==> src/rtl/data_c_pipe_sched.sv <==
// Round-robin scheduler feeding a shared fixed-latency valid/ready pipe.
// Define DATA_C_PIPE_SCHED_CHECK_EN to enable the sticky tag/valid checker.
module data_c_pipe_sched #(
  parameter int NUM   = 4,
  parameter int DSIZE = 8,
  parameter int LAT   = 4
) (
  input  logic                     clock,
  input  logic                     rst_n,
  input  logic [NUM-1:0]           s_valid,
  input  logic [NUM*DSIZE-1:0]     s_data,
  output logic [NUM-1:0]           s_ready,
  output logic                     p_valid,
  output logic [DSIZE-1:0]         p_data,
  input  logic                     p_ready,
  input  logic                     r_valid,
  input  logic [DSIZE-1:0]         r_data,
  output logic                     r_ready,
  output logic [NUM-1:0]           m_valid,
  output logic [DSIZE-1:0]         m_data,
  input  logic [NUM-1:0]           m_ready,
  output logic [$clog2(LAT+1)-1:0] inflight,
  output logic                     err
);

  localparam int TW = $clog2(NUM);
  localparam int IW = $clog2(LAT+1);

  logic [TW-1:0]  r_ptr;
  logic [LAT-1:0] r_tag_vld;
  logic [TW-1:0]  r_tag [LAT];
  logic [IW-1:0]  r_inflight;

  logic [TW-1:0]  w_gnt;
  logic [TW-1:0]  w_ptr_nxt;
  logic [IW-1:0]  w_inf_nxt;

  always_comb begin : arb
    logic [TW:0] sum;
    logic        found;
    sum   = '0;
    found = 1'b0;
    w_gnt = '0;
    for (int k = 0; k < NUM; k++) begin
      sum = {1'b0, r_ptr} + (TW+1)'(k);
      if (sum >= (TW+1)'(NUM))
        sum = sum - (TW+1)'(NUM);
      if (!found && s_valid[sum[TW-1:0]]) begin
        w_gnt = sum[TW-1:0];
        found = 1'b1;
      end
    end
  end

  assign p_valid = |s_valid;
  assign p_data  = s_data[w_gnt*DSIZE +: DSIZE];

  always_comb begin
    s_ready = '0;
    for (int i = 0; i < NUM; i++)
      s_ready[i] = (w_gnt == TW'(i)) & s_valid[i] & p_ready;
  end

  assign w_ptr_nxt = (w_gnt == TW'(NUM-1)) ? '0 : w_gnt + 1'b1;

  // Count follows the shift: one tag enters, the tail tag leaves.
  assign w_inf_nxt = r_inflight + IW'(p_valid)
                   - IW'(r_tag_vld[LAT-1]);

  always_ff @(posedge clock or negedge rst_n) begin
    if (!rst_n) begin
      r_ptr      <= '0;
      r_tag_vld  <= '0;
      r_inflight <= '0;
      for (int k = 0; k < LAT; k++)
        r_tag[k] <= '0;
    end else begin
      if (p_valid && p_ready)
        r_ptr <= w_ptr_nxt;
      if (p_ready) begin
        r_tag_vld[0] <= p_valid;
        r_tag[0]     <= w_gnt;
        for (int k = 1; k < LAT; k++) begin
          r_tag_vld[k] <= r_tag_vld[k-1];
          r_tag[k]     <= r_tag[k-1];
        end
        r_inflight <= w_inf_nxt;
      end
    end
  end

  always_comb begin
    m_valid = '0;
    for (int i = 0; i < NUM; i++)
      m_valid[i] = r_valid & r_tag_vld[LAT-1]
                 & (r_tag[LAT-1] == TW'(i));
  end

  assign m_data   = r_data;
  assign r_ready  = ~r_tag_vld[LAT-1] | m_ready[r_tag[LAT-1]];
  assign inflight = r_inflight;

`ifdef DATA_C_PIPE_SCHED_CHECK_EN
  logic r_err;

  always_ff @(posedge clock or negedge rst_n) begin
    if (!rst_n)
      r_err <= 1'b0;
    else if (r_valid != r_tag_vld[LAT-1])
      r_err <= 1'b1;
  end

  assign err = r_err;
`else
  assign err = 1'b0;
`endif

endmodule

==> config.mk <==
export PLATFORM = sky130hd
export DESIGN_NAME = data_c_pipe_sched
export DESIGN_NICKNAME = d
export VERILOG_FILES = /design/src/rtl/data_c_pipe_sched.sv
export SDC_FILE = /design/constraint.sdc
export NUM_CORES = 1
export LEC_CHECK = 0
export CAP_MARGIN = 20
export CORE_ASPECT_RATIO = 1.25
export CORE_MARGIN = 8
export CORE_UTILIZATION = 36
export CTS_CLUSTER_DIAMETER = 200
export CTS_CLUSTER_SIZE = 24
export DETAILED_ROUTE_END_ITERATION = 7
export GPL_ROUTABILITY_DRIVEN = 1
export PLACE_DENSITY = 0.91
export SETUP_SLACK_MARGIN = 0.15
export SYNTH_ARGS = -nofsm -noshare
export SYNTH_HDL_FRONTEND = slang
export SYNTH_SLANG_ARGS = --single-unit
==> constraint.sdc <==
create_clock -name clock -period 2.05 [get_ports clock]
set_input_delay 0.205 -clock clock [delete_from_list [all_inputs] [get_ports clock]]
set_output_delay 0.205 -clock clock [all_outputs]
set_load 0.05 [all_outputs]
==> results of run 1 <==
-- sequential cells by signal (all words and copies together), names as in the netlist --
register and count:
r_ptr 2, r_tag_vld 4, inflight 3, r_tag 8
-- area by class of cell --
cell class              count  area, µm²
clock buffers               3       41.3
clock inverters             1       5.00
fillers                   180        832
inverters                   9       33.8
multi-input cells          83        945
flip-flops and latches     17        429
well taps                  37       46.3
repair buffers             82        891
-- stage by stage --
step / TNS (ns) / hold WS, ns / instance area (µm²) / utilization [%] / cells
global placement: -1.43 / 0.410 / 2100 / 65.1 / 220
detailed placement: -2.16 / 0.410 / 2100 / 65.1 / 220
finish: 0 / 0.391 / 2390 / 74.2 / 232
floorplan: 0 / -0.0906 / 1310 / - / 120
CTS: -0.0317 / 0.410 / 2360 / 73.1 / 232
global route: -0.238 / 0.410 / 2390 / 74.2 / 232
-- worst max path at each step --
stage                          from         to  cells past startpoint
2_1_floorplan  r_ptr[1]$_DFFE_PN0P_  p_data[3]                      6
5_1_grt        r_ptr[1]$_DFFE_PN0P_  p_data[6]                      6
4_1_cts        r_ptr[1]$_DFFE_PN0P_  p_data[7]                      6
3_5_place_dp             s_valid[0]  p_data[2]                      7
3_3_place_gp             s_valid[0]  p_data[2]                      7
6_report       r_ptr[1]$_DFFE_PN0P_  p_data[7]                      6
-- worst max-delay path, cell delays in order, from the launching register on --
cell and delay (ns):
dfrtp_2 0.38, nand2_2 0.05, and3_4 0.20, o32a_4 0.38
mux2i_2 0.18, mux2i_2 0.22, buf_12 0.17
-- where the power goes --
part	total, µW	switching (µW)	internal (µW)
Sequential	566	103	463
Clock	251	116	135
Combinational	2190	1140	1050
-- layout by cell type, fill, tap and decap left out, types with 2 or more instances in the layout --
cell type         n
ha_1              2
buf_4            20
nand2_2           2
mux2i_4           6
nand2_1           9
clkdlybuf4s50_1  42
mux2_2            8
o32a_4            4
nor3_4            2
inv_2             2
nor3_1            2
mux2i_1           7
nor2_1            2
mux2i_2          11
buf_12           12
o21ai_0           7
dfrtp_2           3
nor2b_4           2
dlygate4sd2_1     4
nor2_4            2
inv_1             7
xnor2_1           2
dfrtp_1          14
clkbuf_8          3
buf_6             4
-- cells by family (layout without fill, tap and decap cells) --
group                      after synthesis  in the layout  synth area share (%)
buffers and inverters                   23             95                  11.2
AOI/OAI and AO/OA                       11             14                  6.47
xor gates and xnor gates                 2              2                  1.44
other                                    1              1                 0.308
adders and majority gates                4              4                  4.73
and+or+nand+nor                         28             28                  10.7
DFF                                     17             17                  34.9
muxes                                   34             34                  30.2
-- metal layers --
| layer | part of all wire [%] | track usage [%] | up-vias |
|---|---|---|---|
| li1 | - | - | 562 |
| met1 | 36 | 19.4 | 597 |
| met2 | 47 | 31.5 | 87 |
| met3 | 14 | 10.2 | 17 |
| met4 | 3.9 | 7.80 | 0 |
| met5 | 0 | 0 | - |
-- timing repair --
item	CTS	global route
buffers inserted	5	0
setup endpoints to repair	13	12
pin swaps	8	3
resized for setup	37	8
gates cloned	3	0
==> flow_summary.ini, run 1 <==
[worst_setup_path]
critPathArrivalTime_ns = 1.84
rr_worst_depth = 7
timing.rr.end = inflight[2]$_DFFE_PN0P_
r2r_start = r_tag_vld[3]$_DFFE_PN0P_
reg2reg_setup_slack_ns = 0.30
crit_type = flop to output pin
worst_setup_path_end_kind = output pin
cp.required_ns = 1.85
crit_fanout = 5
startpoint_type = flop

[pwr]
p_per_area_mw_per_mm2 = 1260
leakagePower_uw = 0.00101
vdd_ir_drop_max_v = 0.000960
power_uw = 3010

[synth]
synth_edf_count = 0
netlist.area_leader.share_pct = 34.9
synthFlopType = dfrtp_1
yosysMostFrequentCell = mux2i_1
yosys-top-cells-count = 24 x mux2i_1, 17 x dfrtp_1, 12 x nand2_1
synth-warning-count = 0
yosysTopAreaCell = dfrtp_1
synth_area_per_cell_um2 = 10.1
synthTopCellsByArea = dfrtp_1 35%, mux2i_1 20%, mux2_2 7.4%
synth_seq_cells = 17
synthArstFlopShare_pct = 100
yosysUniqueCellTypes = 27
yosysSeqAreaShare_pct = 34.9
synth_area_mm2 = 0.00122
synth_fp_nets = 176
syn_inst = 120

[floorplan]
initial_core_util_pct = 37.8
core_mm2 = 0.00322
rows = 23
io_pins = 82
fp.dieH_um = 81.0
die-area_mm2 = 0.00551
die_x_um = 68.0

[cts]
ctsHoldBuffers = 0
cts_tree = done
cts-buffers-inserted = 3
cts-root-buf = clkbuf_8
path_clk_slew_ns = 0.07
cts_sinks = 17
cts_max_path_buffers = 2
htree_levels = 1
clk_latency_ns = 0.25

[sta]
timing.final.crit_share_pct = 100
slew_headroom_pct = 50.1
min_period_ns = 2.05
finalHoldViolations = 0
fmax_ghz = 0.488
finalClockSkew_ns = 0.00333
setup_viol = 0
drv_slew = 0
rsz0062_at_grt = true
worst_slew_pin_slew_ns = 0.746
layout_setup_ws_ns = 0.0000622

[place]
dp_hpwl_um = 3190
gp_congestion = 0.759
port_buffers = 64
post-place-ws_ns = -0.193

[global_route]
gr-usage-all-layers_pct = 19.0
grt_start_max_net_pins = 18
grt_pass1_wl_um = 7850
antenna_found_initial = 0
grt_pass1_vias = 1493
overflow = 0

[outcome]
status = complete, no violations

[routing]
wl_per_cell_um = 21.7
first_pass_iters = 6
vias = 1263
dr.first_iter.drc_count = 22
route.detailed.drc = 0
viasPerCell = 5.44
routed_wl_um = 5030
ant_nets = 0

[hold_path]
hold_class = input pin to asynchronous set/reset pin

[cells_and_area]
antenna_cells = 0
drive_above_1_share_pct = 47.2
syn_to_final_growth_pct = 96.4
nets = 252

[flow_run]
drv_cap = 0
No activity file was read; power rests on OpenSTA's default activity.
==> inputs of run 2 (changes only) <==
--- a/config.mk
+++ b/config.mk
@@ -8,12 +8,12 @@
 export CAP_MARGIN = 20
 export CORE_ASPECT_RATIO = 1.25
 export CORE_MARGIN = 8
-export CORE_UTILIZATION = 36
+export CORE_UTILIZATION = 38
 export CTS_CLUSTER_DIAMETER = 200
 export CTS_CLUSTER_SIZE = 24
 export DETAILED_ROUTE_END_ITERATION = 7
 export GPL_ROUTABILITY_DRIVEN = 1
-export PLACE_DENSITY = 0.91
+export PLACE_DENSITY = 0.95
 export SETUP_SLACK_MARGIN = 0.15
 export SYNTH_ARGS = -nofsm -noshare
 export SYNTH_HDL_FRONTEND = slang
==> constraint.sdc (replaced) <==
create_clock -name clock -period 2.55 [get_ports clock]
set_input_delay 0.255 -clock clock [delete_from_list [all_inputs] [get_ports clock]]
set_output_delay 0.255 -clock clock [all_outputs]
set_load 0.05 [all_outputs]
==> flow_summary.ini, run 2 (synthesis results as in run 1) <==
[outcome]
status = complete, no violations

[routing]
routed_wl_um = 3810
first_pass_iters = 4
wl_per_cell_um = 17.0
dr.first_iter.drc_count = 30
viasPerCell = 5.31
vias = 1190
route.detailed.drc = 0
ant_nets = 0

[sta]
setup_viol = 0
hold_ws_ns = 0.448
layout_setup_ws_ns = 0.242
finalHoldViolations = 0
rsz0062_at_grt = false
fmax_ghz = 0.433
timing.final.crit_share_pct = 90.5
worst_slew_pin_slew_ns = 0.759
min_period_ns = 2.31
slew_headroom_pct = 49.3
finalClockSkew_ns = 0.00207
drv_slew = 0
tns_ns = 0

[cells_and_area]
syn_to_final_growth_pct = 73.6
largest_reg_flops = 8
final_common_cell = clkdlybuf4s50_1
multi_input_area_um2 = 719
regArea_um2 = 427
final_cell_mix = 48 x clkdlybuf4s50_1, 24 x mux2i_1, 16 x dfrtp_1
fillers = 221
drive_above_1_share_pct = 24.1
final_cell_area_mm2 = 0.00211
antenna_cells = 0
nets = 244
top_register = r_tag

[global_route]
grt_start_max_net_pins = 22
antenna_found_initial = 0
grt_pass1_vias = 1187
grt_pass1_wl_um = 5140
met2_usage_pct = 19.1
use_met3_pct = 8.16
overflow = 0
gr-usage-all-layers_pct = 12.6
busiest_layer = met2
use_met1_pct = 12.6

[floorplan]
core_mm2 = 0.00314
initial_core_util_pct = 38.8
die_x_um = 66.6
rows = 23
die-area_mm2 = 0.00528
fp.dieH_um = 79.3
io_pins = 82

[worst_setup_path]
crit_type = flop to output pin
r2r_start = r_tag_vld[3]$_DFFE_PN0P_
reg2reg_setup_slack_ns = 0.75
worst_setup_path_end_kind = output pin
cp.required_ns = 2.30
startpoint = r_ptr[1]$_DFFE_PN0P_
crit_fanout = 10
rr_worst_depth = 7
critPathArrivalTime_ns = 2.05
timing.rr.end = inflight[2]$_DFFE_PN0P_
crit_end = p_data[3]
startpoint_type = flop

[place]
dpl_cell_area_mm2 = 0.00193
gp_congestion = 0.815
dp_hpwl_um = 2830
port_buffers = 64
post-place-ws_ns = 0.0934

[pwr]
vdd_ir_drop_max_v = 0.000683
p_per_area_mw_per_mm2 = 1010
leakagePower_uw = 0.000976

[cts]
cts_max_path_buffers = 2
cts-root-buf = clkbuf_8
htree_levels = 1
path_clk_slew_ns = 0.06
clk_latency_ns = 0.25
cts_tree = done
cts_sinks = 17
ctsHoldBuffers = 0
cts-buffers-inserted = 3

[hold_path]
hold_class = input pin to asynchronous set/reset pin

[flow_run]
drv_cap = 0
## run 2: cell types whose count changed in the layout (fill, tap and decap cells not counted), moves of 3 or more
cell	previous run	this run
mux2i_1	7	24
mux2i_2	11	0
buf_4	20	12
clkdlybuf4s50_1	42	48
mux2i_4	6	0
buf_6	4	0
dlygate4sd2_1	4	0
dlymetal6s2s_1	0	3
nand2_1	9	12
## run 2: worst min-delay path by stage
stage / start / end / slack, ns
global placement: r_tag[2]$_DFFE_PN0P_ / r_tag[0]$_DFFE_PN0P_ / 0.46
detailed placement: inflight[2]$_DFFE_PN0P_ / inflight[2]$_DFFE_PN0P_ / 0.48
floorplan: rst_n / inflight[0]$_DFFE_PN0P_ / -0.04
finish: rst_n / inflight[2]$_DFFE_PN0P_ / 0.45
global route: rst_n / inflight[1]$_DFFE_PN0P_ / 0.49
CTS: rst_n / r_tag_vld[2]$_DFFE_PN0P_ / 0.47
## run 2: stage by stage
stage                     power, µW  cells  util, %
after detailed placement       1790    210     61.5
after floorplan                1300    120        -
after global routing           2240    224     67.4
after global placement         1740    210     61.5
after CTS                      1990    214     63.1
final                          2130    224     67.4
## run 2: final cells by class
type	instances	area share, %
clock buffers	3	1.95
clock inverters	1	0.237
inverters	9	1.60
multi-input cells	83	34.0
flip-flops and latches	17	20.2
well taps	37	2.19
repair buffers	74	39.8
## run 2: where the power goes
group / internal, µW / total (µW) / switching [µW]
Clock: 108 / 198 / 89.2
Combinational: 721 / 1480 / 756
Sequential: 370 / 457 / 86.5
## run 2: worst max-delay path, stage by stage, from the launching register on
cell and delay [ns]:
dfrtp_2 0.44, nand2_1 0.07, and3_1 0.24, o32a_4 0.46, mux2i_1 0.17, mux2i_1 0.24, buf_12 0.18
## run 2: timing repair
action	CTS	global route
setup buffers	0	7
pin swaps	0	1
resized for setup	1	10
setup endpoints to repair	1	10
cloned	0	3
## run 2: per-layer routing
layer	share of wire [%]	vias up
li1	-	547
met1	38	551
met2	46	81
met3	14	11
met4	2.5	0
met5	0	-
